File: src/rtl/sdrc_rd_width_packer.sv
// Read-side width packer: gathers 8/16-bit SDRAM read beats into 32-bit
// application words, one-cycle valid strobe, burst-last and partial-word error.
module sdrc_rd_width_packer #(
    parameter int APP_DW = 32,
    parameter int SDR_DW = 16
) (
    input  logic              clk,
    input  logic              reset,
    input  logic [1:0]        sdr_width,
    input  logic              x2a_rdstart,
    input  logic              x2a_rdok,
    input  logic              x2a_rdlast,
    input  logic [SDR_DW-1:0] x2a_rddt,
    output logic              app_rd_valid,
    output logic [APP_DW-1:0] app_rd_data,
    output logic              app_rd_last,
    output logic              app_rd_err,
    output logic [1:0]        rd_xfr_count
);

    typedef enum logic {IDLE, COLLECT} state_t;

    state_t            state, state_nxt;
    logic [1:0]        width_q;     // width sampled at burst start
    logic [1:0]        width_eff;   // width governing the current beat
    logic [1:0]        k;           // slot of the current beat in the word
    logic [1:0]        last_k;      // final slot index (N-1)
    logic [1:0]        cnt_nxt;
    logic [APP_DW-1:0] saved;       // lower slots collected so far
    logic [APP_DW-1:0] base;
    logic [APP_DW-1:0] beat_pos;
    logic [APP_DW-1:0] merged;
    logic              first;
    logic              word_done;
    logic              partial;

    // State register
    always_ff @(posedge clk or posedge reset) begin
        if (reset) state <= IDLE;
        else       state <= state_nxt;
    end

    // Next state, beat placement and word-completion decode
    always_comb begin
        state_nxt = state;
        first     = x2a_rdok & x2a_rdstart;
        width_eff = first ? sdr_width : width_q;
        // A start beat (even mid-word) always opens a fresh word in slot 0
        k         = (first || state == IDLE) ? 2'd0 : rd_xfr_count;
        base      = (first || state == IDLE) ? '0 : saved;
        case (width_eff)
            2'b00: begin
                last_k   = 2'd0;
                beat_pos = APP_DW'(x2a_rddt);
            end
            2'b01: begin
                last_k   = 2'd1;
                beat_pos = APP_DW'(x2a_rddt[15:0]) << {k[0], 4'b0000};
            end
            default: begin
                last_k   = 2'd3;
                beat_pos = APP_DW'(x2a_rddt[7:0]) << {k, 3'b000};
            end
        endcase
        // Slots above a partial word stay zero because saved is cleared per word
        merged    = base | beat_pos;
        word_done = x2a_rdok & ((k == last_k) | x2a_rdlast);
        partial   = x2a_rdok & x2a_rdlast & (k != last_k);
        cnt_nxt   = word_done ? 2'd0 : k + 2'd1;
        if (x2a_rdok) state_nxt = word_done ? IDLE : COLLECT;
    end

    // Datapath: accumulation, output word, strobe and sticky error
    always_ff @(posedge clk or posedge reset) begin
        if (reset) begin
            app_rd_valid <= 1'b0;
            app_rd_last  <= 1'b0;
            app_rd_err   <= 1'b0;
            app_rd_data  <= '0;
            rd_xfr_count <= 2'd0;
            saved        <= '0;
            width_q      <= 2'b00;
        end else begin
            app_rd_valid <= word_done;
            app_rd_last  <= word_done & x2a_rdlast;
            if (first) width_q <= sdr_width;
            if (x2a_rdok) begin
                rd_xfr_count <= cnt_nxt;
                saved        <= word_done ? '0 : merged;
            end
            if (word_done) app_rd_data <= merged;
            if (partial)    app_rd_err <= 1'b1;
            else if (first) app_rd_err <= 1'b0;
        end
    end

endmodule

File: config.mk
export PLATFORM = sky130hd
export DESIGN_NAME = sdrc_rd_width_packer
export DESIGN_NICKNAME = d
export VERILOG_FILES = /design/src/rtl/sdrc_rd_width_packer.sv
export SDC_FILE = /design/constraint.sdc
export NUM_CORES = 1
export LEC_CHECK = 0
export CORE_ASPECT_RATIO = 0.6
export CORE_MARGIN = 2
export CORE_UTILIZATION = 47
export DETAILED_ROUTE_END_ITERATION = 6
export GPL_ROUTABILITY_DRIVEN = 0
export PLACE_DENSITY = 0.77
export RECOVER_POWER = 25
export SLEW_MARGIN = 30
export SYNTH_ARGS = -nofsm -noshare
export SYNTH_HDL_FRONTEND = slang
export SYNTH_SLANG_ARGS = --single-unit
export TNS_END_PERCENT = 10
File: constraint.sdc
create_clock -name clk -period 2.61 [get_ports clk]
set_clock_uncertainty 0.1 [all_clocks]
set_input_delay 0.522 -clock clk [delete_from_list [all_inputs] [get_ports clk]]
set_output_delay 0.522 -clock clk [all_outputs]
set_load 0.005 [all_outputs]
# == Word-level counts from Yosys, hierarchy flattened ==
# Cells that the tools add are included.
# totals
regBits,72
out_inout_bits,37
# op_classes
n_addsub,1
n_eq_ne,3
shift,2
muxes,10
bitwise_logic,8
reduce_logical,3
# ops
op,count
32-bit 2-to-1 mux,2
32-bit case mux with 2 select lines,1
32-bit OR,1
16-bit by 5-bit << shifter with 32-bit output,1
8-bit by 5-bit << shifter with 32-bit output,1
2-bit 2-to-1 mux,3
1-bit bitwise AND,5
2-bit case mux with 2 select lines,1
1-bit 2-to-1 mux,3
"2-bit by 1-bit adder with 2-bit output, second input constant",1
"2-bit by 1-bit equality test with 1-bit output, second input constant",1
2-bit equality test,1
2-bit logical NOT,1
2-bit != test,1
2-bit nonzero test,1
1-bit logical OR,1
1-bit NOT,1
1-bit OR,1

# == Depth between registers and ports, before layout ==
# Gate-level depths: netlist of run 1.
# depth
ltp_word,8
mapped_depth,8
ltp_nobuf,5

# == Worst setup path before layout of run 1 ==
# No wires, ideal clock.
# synth_path
path_type,input -> register
start,in x2a_rdok
end,reg app_rd_data[16]
setup_ps,142
arrival_time_ps,2001
slack_ps,367
stages,8
path_buffers,3
cell_sequence,buf_6 -> a21bo_2 -> or4_4 -> a41o_1 -> buf_6 -> buf_2 -> nand2_1 -> o31ai_2
# synth_between
elab_chain_len,7
word_cells_on_any_way,15
# synth_rtl
element,line_no,source
start: declaration,11,"input logic x2a_rdok,"
branches (longest 7 deep; another with 16-bit by 5-bit << shifter with 32-bit output),--,
end signal: assignment,91,if (word_done) app_rd_data <= merged;
end: declaration,15,"output logic [APP_DW-1:0] app_rd_data,"
# Parallel ways; which one is timed is not known.
# A chain may end at the register's enable or synchronous reset.

# == Worst setup path in the final report of run 1 ==
# layout_path
start,in x2a_rdstart
end,reg app_rd_data[27]
# layout_between
elab_chain_len,7
word_cells_on_any_way,15
# layout_rtl
element,line_no,source
start: declaration,10,"input logic x2a_rdstart,"
1-bit bitwise AND *,46,first = x2a_rdok & x2a_rdstart;
2-bit 2-to-1 mux,--,
2-bit by 1-bit equality test with 1-bit output / 2-bit logical NOT (equally long branches),51,case (width_eff)
2-bit case mux with 2 select lines,51,
2-bit equality test *,67,word_done = x2a_rdok & ((k == last_k) | x2a_rdlast);
1-bit OR *,67,
1-bit bitwise AND *,67,
net word_done,34,logic word_done;
# Mark *: on every way through the listed nets, which the timed path passes. The rest lies on a longest branch.

==> run metrics, run 1 <==
Synth Instances=approximately 320; Net Count, Synth=about 340; top-count cell post-synth=dfrtp_1; detailed placement HPWL=around 6.2 mm; number of synthesized register bits=between 70 and 80; Rows=23; Synth Area in Simple Gates=10.8%; min cycle time layout=~2.3 ns; Avg Inst Size Synth=10.3 um2; Worst Setup Start Kind=input port; fraction of layout cells with a size suffix above 1=a little over an eighth; Slew HR=approximately 51%; first-pass GRT wire length=~14 mm; initial DRC count=approximately 240; Core Box Area=around 0.0068 mm2; drc violations=0; vias in the first global route=2777; cell internal pwr=roughly 2300 uW; largest cells by area after synthesis=dfrtp_1 54%, a22oi_1 5.0%, nand2_1 4.8%, a21oi_1 3.8%, a22o_1 3.7%; post-synth top area cell=dfrtp_1; CTS tree=done; Post-CTS Hold Buffers=0; initial antenna violation count=0; clk buf depth=2; Root Driver=clkbuf_16; Seq pwr share=a little over two fifths; Initial Utilization=~49%; final core occ=65.5%; Clock transition at path regs=about 0.050 ns; Die ar.=0.00776 mm2; PwrDens=around 700 mW/mm2; combinational family with the most area after synthesis=compound AO/OA/AOI/OAI gates; PortBufs=59; Hold Path Class=reg2reg; DIE HEIGHT=~70 um; clock share of power=37.0%; Setup Crit Path Kind=in2reg; Global Route Usage Sum=24.2%; cell area after synthesis=0.00332 mm2; # setup viols final=0; Commonest cells post-synth=72 x dfrtp_1, 42 x nand2_1, 25 x a21oi_1, 22 x a22oi_1, 19 x o21ai_0; Yosys top cell area share=between 50% and 60%; fraction of registers with async set or reset after synthesis=100%; GRT overflow=0; vias per cell=a little over 6; worst vdd ir=about 0.60 mV; Finished Layout Cells=a little under 500; transition time of the tightest slew-check pin=0.737 ns; Post-synth EDFFs=0; Routed Antenna Nets=0; Leak=0.00194 uW; library cells used by synthesis=39; Seq/Total Area, Yosys=between 50 and 60%; Pwr Total=roughly 3100 uW; CP arrival=2.51 ns; first-pass iteration count of the detailed router=5; Die X=between 100 and 150 um; placed cells=between 400 and 500; sw frac=between 20% and 30%; DR vias=roughly 2900; Final Max Tran Viols=0; post-synthesis xor/xnor area fraction=0%; Fin Hold WS=about 0.38 ns; Post-Route WL=approximately 9 mm; mux cell area share after synthesis=less than 1%; post-CTS sizing=0; # Post-CTS Setup Buffers=0; crit path max fanout=26; n_diodes=0; Gate power share=about a fifth; status=finished, final reports clean; max frequency=approximately 430 MHz; Num CTS Buffers=9; Critical Path RT=2.78 ns; Worst Setup End Kind=register; Final Hold Vio Count=0; num ports=60; Skew-Pair Late Insertion Delay=between 0.3 and 0.4 ns; main flop type after synthesis=dfrtp_1; max_cap viols=0; post-route cell area=around 0.0044 mm2; H-Tree Depth=3; Compound-Gate Fraction of Synth Area=between 20% and 30%; CTS Sinks=72; fin crit share=approximately nine tenths; Psw=between 800 and 900 uW; largest net degree at the start of global routing=44; Post-Synth Adder-Cell Area=0%; unrepaired setup endpoints after global routing=false; placed instance area=slightly above 0.004 mm2; Synth-to-Final Area Change=33.5%; nets=around 420; Wirelength per Cell=roughly 19 um; synth warn=0
==> area by class of cell <==
| cell class | count | area, um2 |
|---|---|---|
| fill | 521 | 2340 |
| sequential | 72 | 1800 |
| multi-input combinational | 218 | 1360 |
| timing repair buffer | 85 | 845 |
| clock buffer | 13 | 270 |
| tap | 87 | 109 |
| inverter | 7 | 26.3 |
| clock inverter | 3 | 15.0 |
==> kinds of logic (layout without fill, tap and decap cells) <==
family | after synthesis | in the layout
DFF | 72 | 72
and+or+nand+nor | 81 | 81
muxes | 3 | 3
buffers and inverters | 31 | 108
AOI/OAI and AO/OA | 134 | 134
==> power groups by stage <==
| stage | sequential, uW | clock [uW] | combinational (uW) |
|---|---|---|---|
| 2_1_floorplan | 1330 | 0 | 295 |
| 3_3_place_gp | 1330 | 0 | 628 |
| 3_5_place_dp | 1340 | 0 | 642 |
| 4_1_cts | 1320 | 1180 | 645 |
| 5_1_grt | 1340 | 1230 | 699 |
| 6_report | 1320 | 1150 | 643 |
==> layout by cell type, fill, tap and decap left out, types with 2 or more instances in the layout <==
cell type	n
a22o_1	14
o22ai_1	3
clkinv_2	3
buf_12	5
a211oi_1	2
nand2_1	42
a31oi_1	9
clkbuf_1	2
inv_1	6
a22oi_1	22
o31ai_2	8
nand3_1	16
a21oi_1	25
clkbuf_8	3
and3_1	2
o2bb2ai_1	9
o31ai_1	9
a21o_1	2
mux2i_1	2
clkbuf_16	9
clkdlybuf4s50_1	58
nor2_1	12
o21ai_0	19
o22a_1	6
dfrtp_1	72
buf_4	20
==> per-stage QoR <==
step                setup slack [ns]  TNS [ns]
finish                         0.269         0
global route                   0.138         0
CTS                            0.293         0
detailed placement           -0.0470    -0.218
global placement             0.00759         0
floorplan                      0.163         0
==> sequential cells by signal, indices dropped and copies added, names as in the netlist <==
signal / cells
width_q: 2
app_rd_err: 1
saved: 32
app_rd_last: 1
app_rd_valid: 1
state: 1
app_rd_data: 32
rd_xfr_count: 2
==> routing by layer <==
metal | up-vias | global-route usage, % | routed length [um]
li1 | 1352 | - | -
met1 | 1433 | 37.2 | 4350
met2 | 140 | 32.0 | 3830
met3 | 10 | 7.83 | 728
met4 | 0 | 7.59 | 98
met5 | - | 0 | 0
==> path summary, 6_finish.rpt <==
path / start / end / slack (ns) / cells past startpoint
worst max-delay path: x2a_rdstart / app_rd_data[27] / 0.27 / 7
worst max register to register: rd_xfr_count[0] / app_rd_data[27] / 0.38 / 6
worst min register to register: app_rd_data[30] / app_rd_data[30] / 0.38 / 2
min in group asynchronous: reset / saved[14] / 0.64 / 2
max in group asynchronous: reset / app_rd_data[3] / 0.68 / 3
worst min-delay path: app_rd_data[30] / app_rd_data[30] / 0.38 / 2
==> worst max-delay path, cell delays in order <==
cell and delay, ns:
clkdlybuf4s50_1 0.43, a21bo_2 0.23, or4_4 0.49, a41o_1 0.29, buf_12 0.18, inv_1 0.19, o22a_1 0.17
Note: power is estimated with default switching activity, not from simulation.
==> run 2: changes to the inputs <==
- SETUP_SLACK_MARGIN: not set -> 0.02
==> results of run 2 <==
Same layout as run 1: the final DEF is identical, and so are final timing and power.
